File: config.mk
export PLATFORM = sky130hd
export DESIGN_NAME = pi_switch_xbar_0
export DESIGN_NICKNAME = d
export VERILOG_FILES = /design/src/rtl/pi_switch_xbar_0.sv
export SDC_FILE = /design/constraint.sdc
export NUM_CORES = 1
export LEC_CHECK = 0
export BUFFER_PORTS_ARGS = -buffer_cell sky130_fd_sc_hd__buf_4
export CAP_MARGIN = 15
export CORE_AREA = 2 2 184 186
export CTS_BUF_LIST = sky130_fd_sc_hd__clkbuf_2 sky130_fd_sc_hd__clkbuf_4 sky130_fd_sc_hd__clkbuf_8
export DETAILED_ROUTE_END_ITERATION = 8
export DIE_AREA = 0 0 186 188
export PLACE_DENSITY = 0.67
export SLEW_MARGIN = 20
export SYNTH_ARGS = -nofsm -noshare
export SYNTH_HDL_FRONTEND = slang
export SYNTH_SLANG_ARGS = --single-unit
export TNS_END_PERCENT = 30
File: constraint.sdc
create_clock -name clk -period 2.48 [get_ports clk]
set_input_delay 0.496 -clock clk [delete_from_list [all_inputs] [get_ports clk]]
set_output_delay 0.496 -clock clk [all_outputs]
set_load 0.01 [all_outputs]
File: src/rtl/pi_switch_xbar_0.sv
// pi_switch_xbar_0: 4x4 registered packet crossbar with saturating per-output valid-packet counters.
// Define PI_XBAR_LFSR_EN to source `random` from an 8-bit Fibonacci LFSR instead of a toggle flop.
`ifndef LEFT
`define LEFT 2'd0
`endif
`ifndef RIGHT
`define RIGHT 2'd1
`endif
`ifndef UPL
`define UPL 2'd2
`endif
`ifndef UPR
`define UPR 2'd3
`endif

module pi_switch_xbar_0 #(
   parameter int P_W   = 49,
   parameter int CNT_W = 16
) (
   input  logic             clk,
   input  logic             reset,
   input  logic [P_W-1:0]   l_bus_i,
   input  logic [P_W-1:0]   r_bus_i,
   input  logic [P_W-1:0]   ul_bus_i,
   input  logic [P_W-1:0]   ur_bus_i,
   input  logic [1:0]       sel_l,
   input  logic [1:0]       sel_r,
   input  logic [1:0]       sel_ul,
   input  logic [1:0]       sel_ur,
   input  logic             rand_gen,
   input  logic             cnt_clr,
   output logic             random,
   output logic [P_W-1:0]   l_bus_o,
   output logic [P_W-1:0]   r_bus_o,
   output logic [P_W-1:0]   ul_bus_o,
   output logic [P_W-1:0]   ur_bus_o,
   output logic [CNT_W-1:0] cnt_l,
   output logic [CNT_W-1:0] cnt_r,
   output logic [CNT_W-1:0] cnt_ul,
   output logic [CNT_W-1:0] cnt_ur
);

   logic [P_W-1:0] l_nxt_s;
   logic [P_W-1:0] r_nxt_s;
   logic [P_W-1:0] ul_nxt_s;
   logic [P_W-1:0] ur_nxt_s;

   function automatic logic [P_W-1:0] pick(input logic [1:0] sel,
                                           input logic [P_W-1:0] l, input logic [P_W-1:0] r,
                                           input logic [P_W-1:0] ul, input logic [P_W-1:0] ur);
      case (sel)
         `LEFT:   pick = l;
         `RIGHT:  pick = r;
         `UPL:    pick = ul;
         `UPR:    pick = ur;
         default: pick = ur;
      endcase
   endfunction

   // Counter step: clear wins, then count valid packets, holding at all-ones.
   function automatic logic [CNT_W-1:0] cnt_step(input logic [CNT_W-1:0] cnt,
                                                  input logic vld, input logic clr);
      if (clr) begin
         cnt_step = {CNT_W{1'b0}};
      end else if (vld && (cnt != {CNT_W{1'b1}})) begin
         cnt_step = cnt + {{(CNT_W-1){1'b0}}, 1'b1};
      end else begin
         cnt_step = cnt;
      end
   endfunction

   // Source selection for each output port.
   always_comb begin
      l_nxt_s  = pick(sel_l,  l_bus_i, r_bus_i, ul_bus_i, ur_bus_i);
      r_nxt_s  = pick(sel_r,  l_bus_i, r_bus_i, ul_bus_i, ur_bus_i);
      ul_nxt_s = pick(sel_ul, l_bus_i, r_bus_i, ul_bus_i, ur_bus_i);
      ur_nxt_s = pick(sel_ur, l_bus_i, r_bus_i, ul_bus_i, ur_bus_i);
   end

   // Output packet registers; void packets pass through untouched.
   always_ff @(posedge clk or negedge reset) begin
      if (!reset) begin
         l_bus_o  <= {P_W{1'b0}};
         r_bus_o  <= {P_W{1'b0}};
         ul_bus_o <= {P_W{1'b0}};
         ur_bus_o <= {P_W{1'b0}};
      end else begin
         l_bus_o  <= l_nxt_s;
         r_bus_o  <= r_nxt_s;
         ul_bus_o <= ul_nxt_s;
         ur_bus_o <= ur_nxt_s;
      end
   end

   // Per-output counters track the valid flag of the packet being loaded.
   always_ff @(posedge clk or negedge reset) begin
      if (!reset) begin
         cnt_l  <= {CNT_W{1'b0}};
         cnt_r  <= {CNT_W{1'b0}};
         cnt_ul <= {CNT_W{1'b0}};
         cnt_ur <= {CNT_W{1'b0}};
      end else begin
         cnt_l  <= cnt_step(cnt_l,  l_nxt_s[P_W-1],  cnt_clr);
         cnt_r  <= cnt_step(cnt_r,  r_nxt_s[P_W-1],  cnt_clr);
         cnt_ul <= cnt_step(cnt_ul, ul_nxt_s[P_W-1], cnt_clr);
         cnt_ur <= cnt_step(cnt_ur, ur_nxt_s[P_W-1], cnt_clr);
      end
   end

`ifdef PI_XBAR_LFSR_EN
   logic [7:0] lfsr_r;
   logic [7:0] lfsr_nxt_s;

   // x^8+x^6+x^5+x^4+1, shifting toward the MSB.
   always_comb begin
      lfsr_nxt_s = {lfsr_r[6:0], lfsr_r[7] ^ lfsr_r[5] ^ lfsr_r[4] ^ lfsr_r[3]};
   end

   // random is its own flop so it can reset to 0 while the LFSR seeds to 8'h01.
   always_ff @(posedge clk or negedge reset) begin
      if (!reset) begin
         lfsr_r <= 8'h01;
         random <= 1'b0;
      end else if (rand_gen) begin
         lfsr_r <= lfsr_nxt_s;
         random <= lfsr_nxt_s[0];
      end else begin
         lfsr_r <= lfsr_r;
         random <= random;
      end
   end
`else
   // Toggle tie-break bit advanced on arbiter request.
   always_ff @(posedge clk or negedge reset) begin
      if (!reset) begin
         random <= 1'b0;
      end else if (rand_gen) begin
         random <= ~random;
      end else begin
         random <= random;
      end
   end
`endif

endmodule

==> reports/qor.txt <==
Worst-path cell chain: ha_1 > nand4_2 > nor4_1 > nor4_1 > mux2_2
Core area: 0.0331 mm2
Vias in the first global route: 10,522
I/O Pins: 469
Startpoint Class: flip-flop
Skew final: 0.0143 ns
Routed via count: 10,279
Max Transition Viols Final: 0
Vias per inst: 5.68
Top-area cell type share of the netlist area: 48.9%
Port buffer count: 468
Worst Setup End Kind: flip-flop
Primary FF master, synth: dfrtp_1
Peak VDD IR: 0.376 mV
Synthesized area: 0.0134 mm2
Syn Nets: 1,061
Top cells by area, synth: dfrtp_1 (49%), mux4_2 (33%), mux2_2 (1.4%)
Die Y-Extent: 188 um
H-tree depth: 2
Routed WL per cell: 24.5 um
R2r setup slk: 0.38 ns
CP max stage delay: 0.64 ns
Mapped Cells: 849
Crit share post-route: 84.8%
Clock-pin slew on the worst setup and hold paths: 0.06 ns
Number of synthesized register bits: 261
Mapped Avg Cell Area: 15.7 um2
Post-synth EDFFs: 0
F_max: 475 MHz
Reg2Reg Depth: 5
Hold WC Path Type: input port to flip-flop
Hold path depth: 2
Total Routing Usage GR: 25.3%
Final instance area: 0.0184 mm2
Critical path peak fanout: 10
Synth warnings: 0
Netlist cell types: 48
DP HPWL: 31,300 um
Syn-to-layout area delta: 37.9%
Clock Path Buffers: 3
WHS: 0.149 ns
Initial core utilization: 40.3%
Post-Route WL: 44,400 um
Post-synthesis sequential area ratio: 48.9%
Worst path required time: 2.90 ns
Fill count: 2,772
Die ar.: 0.0350 mm2
Row Count: 67
Max-Cap Viols: 0
Root Buffer: clkbuf_8
Leak: 7.93 nW
Pin count of the biggest net entering global routing: 53
Layout Nets: 1,539
Power per cell area: 602 mW/mm2
Sinks on Clock Net: 261
CTS resizes: 0
Post-route ant nets: 0
Crit-path most repeated cell: nor4_1
Die W: 186 um
Relative slew slack: 39.6%
Fin crit period: 2.10 ns
CP max stage cell: nor4_1
Fin. Hold Viols: 0
Crit path kind: flip-flop to flip-flop
Initial DRT Pass Iterations: 6
Setup TNS: 0 ns
Least-Margin Pin Slew: 0.906 ns
Synth async-reset ratio: 100%
Largest area contributor in the netlist: dfrtp_1
Post-place instance area: 0.0174 mm2
Grt ovf: 0
DRC Markers: 0
Status: completed
Clk_lat worst skew: 0.54 ns
First-pass GRT wire length: 65,600 um
CTS buffer count: 46
# setup viols final: 0
1st-iter DRT viols: 661
Initial antenna violation count: 7
Arr. time, crit path: 2.52 ns
Unrepaired setup endpoints after global routing: false
Share of cells above drive strength 1: 58.1%
CTS tree: done
GP Congestion: 0.848
-- synth_stat cells, types with 2 or more instances --
| cell type | instances |
|---|---|
| nand4_4 | 3 |
| nand3_1 | 23 |
| and2_1 | 3 |
| ha_1 | 4 |
| o21ai_0 | 15 |
| or4_1 | 21 |
| a211oi_1 | 2 |
| o31a_1 | 3 |
| nor3_1 | 9 |
| nand4_2 | 2 |
| xor2_1 | 3 |
| nand4_1 | 13 |
| dfrtp_1 | 261 |
| nor2_1 | 26 |
| o21a_1 | 5 |
| and3_1 | 3 |
| o41ai_1 | 4 |
| mux4_2 | 194 |
| o311ai_0 | 2 |
| nor4b_1 | 2 |
| mux2i_1 | 9 |
| nand3b_1 | 3 |
| o31ai_1 | 24 |
| and4_1 | 8 |
| buf_2 | 25 |
| nand2_1 | 24 |
| buf_1 | 14 |
| clkbuf_1 | 22 |
| mux2_2 | 17 |
| a21oi_1 | 37 |
| nor4_1 | 14 |
| or3_1 | 16 |
| inv_1 | 11 |
| nor2b_1 | 13 |
-- cell usage in the layout (no fill, tap or decap), drive strengths merged, types with 4 or more instances in the layout --
| cell | Yosys | layout |
|---|---|---|
| a21oi | 37 | 37 |
| and4 | 8 | 8 |
| buf | 40 | 491 |
| clkbuf | 22 | 70 |
| clkinv | 2 | 6 |
| dfrtp | 261 | 261 |
| diode | 0 | 6 |
| ha | 4 | 4 |
| inv | 11 | 13 |
| mux2 | 17 | 17 |
| mux2i | 9 | 9 |
| mux4 | 194 | 194 |
| nand2 | 24 | 24 |
| nand3 | 23 | 23 |
| nand4 | 18 | 18 |
| nor2 | 26 | 26 |
| nor2b | 13 | 13 |
| nor3 | 9 | 9 |
| nor4 | 15 | 15 |
| o21a | 5 | 5 |
| o21ai | 15 | 15 |
| o31ai | 24 | 24 |
| o41ai | 5 | 5 |
| or3 | 16 | 16 |
| or4 | 21 | 21 |
-- flip-flops by register name, summed over array words and instances (netlist names) --
register,flops
cnt_l,16
cnt_r,16
l_bus_o,49
ur_bus_o,49
ul_bus_o,49
cnt_ul,16
r_bus_o,49
random,1
cnt_ur,16
-- report_power, final --
part / total, mW / internal, mW / switching, mW
combinational: 2.24 / 1.21 / 1.03
sequential: 4.76 / 4.61 / 0.149
clock: 4.08 / 2.30 / 1.78
total: 11.1 / 8.13 / 2.95
-- layer usage --
layer / global-route usage, % / routed length, um / up-vias
met5: 0 / 13 / -
met4: 10.9 / 1800 / 2
met3: 7.79 / 4400 / 94
met2: 42.3 / 22200 / 457
met1: 30.2 / 16000 / 5281
li1: - / - / 4445
-- cells by family (layout without fill, tap and decap cells) --
kind of cell,after synthesis,after routing,synth area share [%]
compound gates,100,100,4.93
xor+xnor,3,3,0.197
fa+ha+maj,4,4,0.375
buf+inv,75,581,2.38
flops,261,261,48.9
mux,220,220,34.8
other cells,0,6,0
simple gates,186,186,8.39
-- repair_timing --
| item | in CTS | in global routing |
|---|---|---|
| hold endpoints to repair | 44 | 0 |
| setup buffers | 0 | 0 |
| hold buffers | 1 | 0 |
-- area by class of cell --
class                           instances  area (um2)  share of cell area, %
Sequential cell                       261        6530                   35.5
Multi-Input combinational cell        513        6510                   35.4
Timing Repair Buffer                  492        3800                   20.7
Clock buffer                           70         901                   4.89
Tap cell                              448         561                   3.04
Inverter                               13        50.0                  0.272
Clock inverter                          6        40.0                  0.217
Antenna cell                            6        15.0                 0.0815
-- worst max-delay path: cells and delay by family, from the launching register on --
kind	cells	cell delay, ns
adders and majority gates	1	0.23
DFF	1	0.45
muxes	1	0.29
and+or+nand+nor	3	0.99
-- metrics by stage --
stage / power (mW) / std cells / setup slack (ns) / utilization [%]
after CTS: 11.2 / 1803 / 0.429 / 55.6
after global routing: 11.5 / 1808 / 0.190 / 55.6
after global placement: 7.06 / 1726 / 0.312 / 52.7
after detailed placement: 7.09 / 1726 / 0.290 / 52.7
after floorplan: 5.78 / 849 / 0.531 / -
final: 11.1 / 1809 / 0.377 / 55.6
-- path summary, 6_finish.rpt --
path | start | endpoint
setup / recovery | cnt_l[0] | cnt_l[11]
hold / removal | rand_gen | random
setup reg to reg | cnt_l[0] | cnt_l[11]
hold reg to reg | random | random
max in group asynchronous | reset | cnt_ul[0]
min in group asynchronous | reset | r_bus_o[46]
Note: power is estimated with default switching activity, not from simulation.
